===== src/rtl/adder_if.sv =====
// Operand/result bundle for the four-operand adder.
//   a, b, c, d : 4-bit unsigned operands (driven by master)
//   sum        : registered low 4 bits of a+b+c+d (driven by slave)
//   ov         : registered overflow flag, set when a+b+c+d > 15 (driven by slave)
interface adder_if;
    logic [3:0] a;
    logic [3:0] b;
    logic [3:0] c;
    logic [3:0] d;
    logic [3:0] sum;
    logic       ov;

    modport master (
        output a,
        output b,
        output c,
        output d,
        input  sum,
        input  ov
    );

    modport slave (
        input  a,
        input  b,
        input  c,
        input  d,
        output sum,
        output ov
    );
endinterface : adder_if


===== src/rtl/adder.sv =====
// Registered four-operand unsigned adder with wrapped 4-bit sum and overflow flag.
//   clk : system clock, rising edge
//   rst : synchronous active-low reset
//   bus : adder_if.slave -- operands a..d in, registered sum/ov out
module adder (
    input  logic    clk,
    input  logic    rst,
    adder_if.slave  bus
);

    localparam int unsigned OP_W   = 4;
    localparam int unsigned PAIR_W = OP_W + 1;
    localparam int unsigned TOT_W  = OP_W + 2;

    logic [PAIR_W-1:0] ab_sum;
    logic [PAIR_W-1:0] cd_sum;
    logic [TOT_W-1:0]  total;

    logic [OP_W-1:0] sum_d;
    logic [OP_W-1:0] sum_q;
    logic            ov_d;
    logic            ov_q;

    // Two-level adder tree; full-precision total feeds wrap and overflow.
    always_comb begin
        ab_sum = PAIR_W'(bus.a) + PAIR_W'(bus.b);
        cd_sum = PAIR_W'(bus.c) + PAIR_W'(bus.d);
        total  = TOT_W'(ab_sum) + TOT_W'(cd_sum);
        sum_d  = total[OP_W-1:0];
        ov_d   = |total[TOT_W-1:OP_W];
    end

    // Output registers; reset wins over the operand update.
    always_ff @(posedge clk) begin
        if (!rst) begin
            sum_q <= '0;
            ov_q  <= 1'b0;
        end else begin
            sum_q <= sum_d;
            ov_q  <= ov_d;
        end
    end

    assign bus.sum = sum_q;
    assign bus.ov  = ov_q;

endmodule : adder


===== src/flat_wrapper.sv =====
// flat-port wrapper written by rule: the top's interface ports become plain ports
module adder_flat 
  (clk, rst, bus_a, bus_b, bus_c, bus_d, bus_sum, bus_ov);
  adder_if bus_i ();
  input  logic clk;
  input  logic rst;
  input wire logic [$bits(bus_i.a)-1:0] bus_a;
  input wire logic [$bits(bus_i.b)-1:0] bus_b;
  input wire logic [$bits(bus_i.c)-1:0] bus_c;
  input wire logic [$bits(bus_i.d)-1:0] bus_d;
  output wire logic [$bits(bus_i.sum)-1:0] bus_sum;
  output wire logic [$bits(bus_i.ov)-1:0] bus_ov;
  assign bus_i.a = bus_a;
  assign bus_i.b = bus_b;
  assign bus_i.c = bus_c;
  assign bus_i.d = bus_d;
  assign bus_sum = bus_i.sum;
  assign bus_ov = bus_i.ov;
  adder u_core (.clk(clk), .rst(rst), .bus(bus_i));
endmodule

===== config.mk =====
export PLATFORM = sky130hd
export DESIGN_NAME = adder_flat
export DESIGN_NICKNAME = d
export VERILOG_FILES = /design/src/rtl/adder_if.sv /design/src/rtl/adder.sv /design/src/flat_wrapper.sv
export SDC_FILE = /design/constraint.sdc
export NUM_CORES = 1
export LEC_CHECK = 0
export CORE_UTILIZATION = 30
export CTS_CLUSTER_DIAMETER = 60
export CTS_CLUSTER_SIZE = 30
export DETAILED_ROUTE_END_ITERATION = 10
export GPL_TIMING_DRIVEN = 0
export HOLD_SLACK_MARGIN = 0.06
export PLACE_DENSITY_LB_ADDON = 0.2
export SETUP_SLACK_MARGIN = 0.02
export SLEW_MARGIN = 0
export SYNTH_ARGS = -nofsm -noshare
export SYNTH_HDL_FRONTEND = slang
export SYNTH_SLANG_ARGS = --single-unit

===== constraint.sdc =====
create_clock -name clk -period 3.2 [get_ports clk]
set_input_delay 0.64 -clock clk [delete_from_list [all_inputs] [get_ports clk]]
set_output_delay 0.64 -clock clk [all_outputs]
set_load 0.02 [all_outputs]

# --- Yosys cells after proc, flatten, opt, wreduce, memory -nomap -nowiden ---
# Index checks and enable logic that the tools add are counted.
word_totals:
  register_bits: 5
  input_bits: 18
  output_inout_bits: 5
  word_cells: 6
classes:
  reduce_logical: 1
  add_sub_neg: 3
op_table:
  columns: ["op", "n"]
  rows:
  - ["$add 4x4->5", 2]
  - ["$add 5x5->6", 1]
  - ["$reduce_or 2->1", 1]

# --- Logic depth before layout (Yosys ltp) ---
# Gate-level depths: netlist of the first run.
depth:
  word_depth: 3
  depth_mapped: 8
  depth_no_buf: 8

# --- Worst setup path before layout of the first run ---
# No wires, ideal clock.
synth_path:
  path_kind: "in2reg"
  from: "input port bus_d[1]"
  to: "register u_core.ov_q, in the netlist u_core.bus.ov"
  path_buffers: 0
  cell_stages: 8
  path_slack_ns: 0.380
  required_ns: 3.071
  setup_ns: 0.129
  arrival_ns: 2.691
  cell_sequence: "inv_1 > fa_1 > inv_1 > fa_1 > ha_1 > fa_1 > nor4b_1 > a31oi_1"
synth_via:
  elab_chain_len: 3
synth_rtl:
  columns: ["element", "line", "rtl"]
  rows:
  - ["start, declared", "flat_wrapper.sv:10", "input wire logic [$bits(bus_i.d)-1:0] bus_d;"]
  - ["$add 4x4->5", "adder.sv:27", "cd_sum = PAIR_W'(bus.c) + PAIR_W'(bus.d);"]
  - ["$add 5x5->6", "adder.sv:28", "total = TOT_W'(ab_sum) + TOT_W'(cd_sum);"]
  - ["$reduce_or 2->1", "adder.sv:30", "ov_d = |total[TOT_W-1:OP_W];"]
  - ["end signal, assigned", "adder.sv:40", "ov_q <= ov_d;"]
  - ["end, declared", "adder.sv:22", "logic ov_q;"]
# No other way between the ends.
# A chain may end at the register's enable or synchronous reset.

# --- Worst setup path in the final report of the first run ---
# Same ends and word-level chain as after synthesis.

==> flow_summary.toml, run 1 <==
[power_and_ir_drop]
ir_drop_mv = 0.182
p_per_area_nw_per_um2 = 457
power.leakage_nw = 0.355

[flow_run]
max-cap-violations = 0

[worst_setup_path]
crit_chain = "clkdlybuf4s50_1 -> inv_1 -> fa_1 -> inv_1 -> fa_1 -> ha_2 -> fa_2 -> nor4b_2 -> a31oi_1"
critPathLaunchType = "primary input"
crit_arrival_ns = 3.15
crit_start = "bus_d[1]"
critPathBufInv = 3
cp.required_ns = 3.32
worstSetupPathType = "in -> reg"
max_stage_delay_ns = 0.52
cp_top_family = "adder cells"
crit_fanout = 2
cp-end-kind = "flop"
cp_slowest_cell = "fa_1"

[global_routing]
grt_use_total = 0.117
grt.overflow.total = 0
grt_antenna_before_repair = 0
grt_pass1_wl_um = 1260
grt_pass1_vias = 359
grt_start_max_net_pins = 6

[detailed_routing]
via_count = 374
drcViolationCount = 0
wl_um = 767
drt-vias-per-instance = 4.40
ant_nets = 0
drt-initial-drc-count = 1
wl_per_cell_um = 9.02
drtPass1Iterations = 4

[sta]
max_freq_ghz = 0.330
slew_headroom = 0.810
slew_viol_final = 0
final.setup.worst_slack_ns = 0.174
fin_setup_tns_ns = 0
min_period_ns = 3.03
setup_viol = 0
finalHoldViolations = 0
timing.hold.ws_ns = 1.06
worst_slew_pin_slew_ns = 0.281
fin_crit_sh = 0.946
grt_setup_unrepaired = "no"

[placed_design]
portBuffers = 22
dp_cells = 81
dp_hpwl_um = 663
place_ws_ns = -0.197
finalWeightedCongestion = 0.652

[hold_path]
min_path_type = "in -> reg"
hold_path_end = "u_core.bus.sum[0]"
whs_path_depth = 2
hp-start = "rst"

[floorplan]
ios = 23
die_h_um = 41.1
initial_core_util = 0.336
fp-row-count = 13
core_area_um2 = 1370
dieArea_um2 = 1690
die_w_um = 41.1

[synth]
synth_seq_cells = 5
yosysWarnings = 0
syn_area_um2 = 459
avgSynthCellArea_um2 = 10.4
netlist_instances = 44
synth_cell_type_count = 11
syn-num-nets = 75
synth_seq_area_share = 0.218

[cts]
root_buffer = "clkbuf_4"
cts_tree = "yes"
cts.sinks = 5
clkTransAtPathRegs_ns = 0.04
clk_path_buf_depth = 2
htreeDepth = 1
numCtsBuffers = 3
postCtsHoldBufs = 0

[layout]
final_cell_mix = "clkdlybuf4s50_1 (22), inv_1 (16), fa_1 (7), dfxtp_1 (5)"
layout-drive-gt1-share = 0.0857
nNetsFinal = 102
area_growth_pct = 60.2
layout.cells.non_filler = 85
fillers = 143
fin_util = 0.538
antennaDiodeCount = 0
mostFrequentLayoutCell = "clkdlybuf4s50_1"

[status]
status = "finished, final reports clean"
repair_timing:
action,in CTS,in global routing
endpoints found under the setup margin,0,1
hold endpoints to repair,0,0
resized for setup,0,3
setup buffers,0,0
layout make-up:
class                           count  area, um2  share of cell area
Multi-Input combinational cell     23        310               0.422
Timing Repair Buffer               22        220               0.299
Sequential cell                     5        100               0.136
Inverter                           16       60.1              0.0816
Clock buffer                        4       26.3              0.0357
Tap cell                           15       18.8              0.0255
cells by family (layout without fill, tap and decap cells):
group | Yosys count | count (layout) | synth area share
simple gates | 5 | 5 | 0.0736
xor+xnor | 1 | 1 | 0.0191
buf+inv | 16 | 42 | 0.131
flops | 5 | 5 | 0.218
fa+ha+maj | 13 | 13 | 0.485
compound gates | 4 | 4 | 0.0736
synth_stat cells:
cell type  instances  area [um2]
o41a_1             1        11.3
nor4b_1            1        8.76
dfxtp_1            5         100
ha_1               5        62.6
and2_1             4        25.0
inv_1             16        60.1
a31oi_1            1        6.26
o41ai_1            1        8.76
fa_1               8         160
xor2_1             1        8.76
a21o_1             1        7.51
per-stage QoR:
stage               area (um2)  power [mW]
floorplan                  459       0.185
global placement           698       0.254
detailed placement         698       0.260
CTS                        724       0.336
global route               736       0.370
finish                     736       0.336
metal layers:
metal	track usage	wire length, um	vias to the layer above
li1	-	-	186
met1	0.129	287	166
met2	0.195	408	22
met3	0	70	0
met4	0.121	0	0
met5	0	0	-
power breakdown:
| group | internal, mW | switching [mW] |
|---|---|---|
| combinational | 0.0969 | 0.0815 |
| clock | 0.0472 | 0.0264 |
| sequential | 0.0795 | 0.00461 |
flip-flops by register name, summed over array words and instances (netlist names):
name            cells
u_core.bus.ov       1
u_core.bus.sum      4
worst max path at each step:
stage                               end  slack [ns]  cells past startpoint
final                     u_core.bus.ov        0.17                      9
after global routing      u_core.bus.ov        0.05                      9
after CTS                 u_core.bus.ov        0.06                      9
after detailed placement  u_core.bus.ov       -0.20                      9
after global placement    u_core.bus.ov       -0.16                      9
after floorplan           u_core.bus.ov        0.38                      8
(Power assumes the default switching activity.)
==> run 2, diff against run 1 <==
--- a/config.mk
+++ b/config.mk
@@ -5,14 +5,16 @@
 export SDC_FILE = /design/constraint.sdc
 export NUM_CORES = 1
 export LEC_CHECK = 0
-export CORE_UTILIZATION = 30
+export CORE_AREA = 2 2 39 41
 export CTS_CLUSTER_DIAMETER = 60
 export CTS_CLUSTER_SIZE = 30
 export DETAILED_ROUTE_END_ITERATION = 10
+export DIE_AREA = 0 0 41 43
 export GPL_TIMING_DRIVEN = 0
 export HOLD_SLACK_MARGIN = 0.06
 export PLACE_DENSITY_LB_ADDON = 0.2
 export SETUP_SLACK_MARGIN = 0.02
+export SKIP_CTS_REPAIR_TIMING = 1
 export SLEW_MARGIN = 0
 export SYNTH_ARGS = -nofsm -noshare
 export SYNTH_HDL_FRONTEND = slang
==> run 2 against run 1 <==
  * Count of clock-buffer cells in the layout is the same
  * First-iteration DRC count shrank 100%
  * Cell area shrank 0.17%
  * Utilization shrank 0.77 points
  * Via count grew 0.53%
  * Sequential cell count is the same
  * Critical endpoint unchanged
  * Critical path depth is the same
  * Combinational power shrank 3%
  * Sequential share of layout area is essentially flat
  * Clock power shrank 0.7%
  * Cell count grew 1.2%
==> flow_summary.toml, run 2 (synthesis results as in run 1) <==
[hold_path]
hp-start = "rst"
min_path_type = "in -> reg"
whs_path_depth = 2
hold_path_end = "u_core.bus.sum[2]"

[global_routing]
grt_pass1_vias = 413
grt_start_max_net_pins = 6
grt_use_total = 0.113
grt.overflow.total = 0
grt_pass1_wl_um = 1360
grt_antenna_before_repair = 0

[worst_setup_path]
crit_arrival_ns = 3.15
cp.required_ns = 3.32
max_stage_delay_ns = 0.53
critPathLaunchType = "primary input"
worstSetupPathType = "in -> reg"
cp_slowest_cell = "fa_1"
crit_chain = "clkdlybuf4s50_1 -> inv_1 -> fa_1 -> inv_1 -> fa_1 -> ha_1 -> fa_2 -> nor4b_2 -> a31oi_1"
cp-end-kind = "flop"
crit_start = "bus_d[1]"
crit_fanout = 2

[power_and_ir_drop]
ir_drop_mv = 0.207
p_per_area_nw_per_um2 = 447
fin_total_pwr_uw = 328
power.leakage_nw = 0.357

[layout]
fillers = 131
antennaDiodeCount = 0
seq_area_um2 = 100
fin_util = 0.531
fin_area_um2 = 734
mostFrequentLayoutCell = "clkdlybuf4s50_1"
nNetsFinal = 102
layout.cells.non_filler = 86
area_growth_pct = 59.9
largest_reg_flops = 4
final_cell_mix = "clkdlybuf4s50_1 (22), inv_1 (16), fa_1 (7), ha_1 (5), dfxtp_1 (5)"
multi_input_area_um2 = 308
layout-drive-gt1-share = 0.0714

[floorplan]
fp-row-count = 14
core_area_um2 = 1380
ios = 23
die_w_um = 41
initial_core_util = 0.332
dieArea_um2 = 1760
die_h_um = 43

[flow_run]
max-cap-violations = 0

[detailed_routing]
wl_per_cell_um = 8.02
drcViolationCount = 0
ant_nets = 0
wl_um = 690
drt-vias-per-instance = 4.37
via_count = 376
drt-initial-drc-count = 0
drtPass1Iterations = 1

[sta]
max_freq_ghz = 0.329
slew_headroom = 0.821
timing.hold.ws_ns = 1.10
fin_crit_sh = 0.949
setup_viol = 0
grt_setup_unrepaired = "no"
finalHoldViolations = 0
min_period_ns = 3.04
worst_slew_pin_slew_ns = 0.265
slew_viol_final = 0

[placed_design]
portBuffers = 22
dp_hpwl_um = 628
dp_cells = 82
placed_cell_area_um2 = 699
finalWeightedCongestion = 0.656

[cts]
root_buffer = "clkbuf_4"
htreeDepth = 1
clkTransAtPathRegs_ns = 0.05
clk_path_buf_depth = 2
cts.sinks = 5
cts_tree = "yes"
numCtsBuffers = 3

[status]
status = "finished, final reports clean"
==> run 2: cell types whose count changed in the layout (fill, tap and decap cells not counted) <==
cell	delta
ha_2	-1
ha_1	+1
==> run 2: metal layers <==
metal	routed length (um)	part of all wire	track usage	vias up
met3	94	0.14	0.0733	0
met4	0	0	0.0400	0
met2	373	0.54	0.200	17
li1	-	-	-	184
met5	0	0	0	-
met1	222	0.32	0.0927	175
==> run 2: worst max path at each step <==
stage	endpoint	slack, ns	depth (start not counted)
after floorplan	u_core.bus.ov	0.38	8
after global placement	u_core.bus.ov	-0.19	9
after detailed placement	u_core.bus.ov	-0.18	9
after CTS	u_core.bus.ov	0.06	9
after global routing	u_core.bus.ov	0.03	9
final	u_core.bus.ov	0.16	9
==> run 2: worst max-delay path: cells and delay by family <==
kind / cells / cell delay, ns
AO/OA/AOI/OAI: 1 / 0.10
adder cells (fa/ha/maj): 4 / 1.58
buffers and inverters: 3 / 0.55
AND/OR/NAND/NOR: 1 / 0.27
==> run 2: area by class of cell <==
type | instances | share of cell area
tap | 16 | 0.0273
timing repair buffer | 22 | 0.300
clock buffer | 4 | 0.0358
multi-input combinational | 23 | 0.419
sequential | 5 | 0.136
inverter | 16 | 0.0818
==> run 2: metrics by stage <==
| stage | setup WS [ns] | TNS, ns |
|---|---|---|
| after floorplan | 0.380 | 0 |
| final | 0.163 | 0 |
| after global placement | -0.185 | -0.223 |
| after global routing | 0.0299 | 0 |
| after detailed placement | -0.185 | -0.227 |
| after CTS | 0.0607 | 0 |
==> run 2: report_power, final <==
part / leakage (nW) / switching (mW) / internal (mW)
Combinational: 0.300 / 0.0774 / 0.0943
Sequential: 0.0417 / 0.00377 / 0.0794
Clock: 0.0150 / 0.0260 / 0.0472
Total: 0.357 / 0.107 / 0.221
==> run 3, diff against run 2 <==
--- a/config.mk
+++ b/config.mk
@@ -10,8 +10,10 @@
 export CTS_CLUSTER_SIZE = 30
 export DETAILED_ROUTE_END_ITERATION = 10
 export DIE_AREA = 0 0 41 43
+export DONT_BUFFER_PORTS = 1
 export GPL_TIMING_DRIVEN = 0
 export HOLD_SLACK_MARGIN = 0.06
+export MAX_ROUTING_LAYER = met4
 export PLACE_DENSITY_LB_ADDON = 0.2
 export SETUP_SLACK_MARGIN = 0.02
 export SKIP_CTS_REPAIR_TIMING = 1
==> run 3 against run 2 <==
  * Combinational power fell by 47%
  * Power fell by 18%
  * Cell area fell by 31%
  * Via count fell by 24%
  * Cell count fell by 26%
  * Count of clock-buffer cells in the layout did not move
  * Highest routed layer unchanged
  * Sequential share of layout area rose by 6.2 points
  * Non-clock buffer count fell by 22
  * Global-route usage fell by 2.6 points
  * Maximum frequency rose by 14%
  * Sequential power rose by 28%
==> flow_summary.toml, run 3 (synthesis results as in run 1) <==
[placed_design]
portBuffers = 0
dp_cells = 60
dp_hpwl_um = 596
finalWeightedCongestion = 0.668

[sta]
worst_slew_pin_slew_ns = 0.290
slew_headroom = 0.804
finalHoldViolations = 0
timing.hold.ws_ns = 0.523
fin_setup_tns_ns = 0
min_period_ns = 2.67
setup_viol = 0
max_freq_ghz = 0.374
fin_crit_sh = 0.836
grt_setup_unrepaired = "no"
slew_viol_final = 0

[worst_setup_path]
cp.required_ns = 3.31
worst-path-stages = 8
cp-end-kind = "flop"
crit_fanout = 2
max_stage_delay_ns = 0.52
path_common_cell = "fa_1"
cp_slowest_cell = "fa_1"
critPathLaunchType = "primary input"
crit_chain = "inv_1 -> fa_1 -> inv_1 -> fa_1 -> ha_1 -> fa_1 -> nor4b_1 -> a31oi_1"
critPathBufInv = 2
cp_top_family = "adder cells"
crit_arrival_ns = 2.78
worstSetupPathType = "in -> reg"

[status]
status = "finished, final reports clean"

[power_and_ir_drop]
p_per_area_nw_per_um2 = 530
ir_drop_mv = 0.201
power.leakage_nw = 0.271

[floorplan]
initial_core_util = 0.332
core_area_um2 = 1380
die_w_um = 41
die_h_um = 43
fp-row-count = 14
dieArea_um2 = 1760
ios = 23

[cts]
numCtsBuffers = 3
htreeDepth = 1
cts.sinks = 5
root_buffer = "clkbuf_4"
clk_path_buf_depth = 2
cts_tree = "yes"
clkTransAtPathRegs_ns = 0.04

[hold_path]
whs_path_depth = 1
min_path_type = "in -> reg"

[flow_run]
max-cap-violations = 0

[layout]
antennaDiodeCount = 0
largest_reg_flops = 4
nNetsFinal = 80
fin_util = 0.365
area_growth_pct = 10.1
layout.cells.non_filler = 64
final_cell_mix = "inv_1 (16), fa_1 (8), ha_1 (5), dfxtp_1 (5), and2_1 (4)"
mostFrequentLayoutCell = "inv_1"
layout-drive-gt1-share = 0.0625

[detailed_routing]
drt-initial-drc-count = 0
via_count = 285
drcViolationCount = 0
wl_per_cell_um = 9.66
drtPass1Iterations = 1
ant_nets = 0
wl_um = 618
drt-vias-per-instance = 4.45

[global_routing]
grt_start_max_net_pins = 6
grt_antenna_before_repair = 0
grt_pass1_wl_um = 993
grt_use_total = 0.0872
grt.overflow.total = 0
grt_pass1_vias = 319
run 3: cell count changes in the layout (fill, tap and decap cells not counted):
cell,change
nor4b_1,+1
nor4b_2,-1
clkdlybuf4s50_1,-22
fa_2,-1
fa_1,+1
run 3: final cells by class:
type                       count  area [um2]
clock buffer                   4        26.3
fill                         153         878
inverter                      16        60.1
multi-input combinational     23         299
sequential                     5         100
tap                           16        20.0
run 3: report_power, final:
part / switching, mW / internal, mW
Combinational: 0.0453 / 0.0457
Clock: 0.0238 / 0.0470
Sequential: 0.0265 / 0.0798
Total: 0.0956 / 0.173
run 3: metrics by stage:
| stage | setup WS (ns) | total power, mW | instance area [um2] |
|---|---|---|---|
| detailed placement | 0.272 | 0.202 | 479 |
| CTS | 0.529 | 0.277 | 505 |
| floorplan | 0.380 | 0.185 | 459 |
| finish | 0.526 | 0.268 | 505 |
| global placement | 0.293 | 0.201 | 479 |
| global route | 0.401 | 0.299 | 505 |
run 3: worst paths after layout:
kind	from	endpoint	slack, ns
worst max-delay path	bus_d[1]	u_core.bus.ov	0.53
worst min-delay path	rst	u_core.bus.sum[2]	0.52
run 3: per-layer routing:
metal | share of wire | track usage | wire length (um)
met5 | 0 | - | 0
met4 | 0 | 0.0400 | 0
met3 | 0.091 | 0.0471 | 56
met2 | 0.56 | 0.163 | 345
met1 | 0.35 | 0.0563 | 216
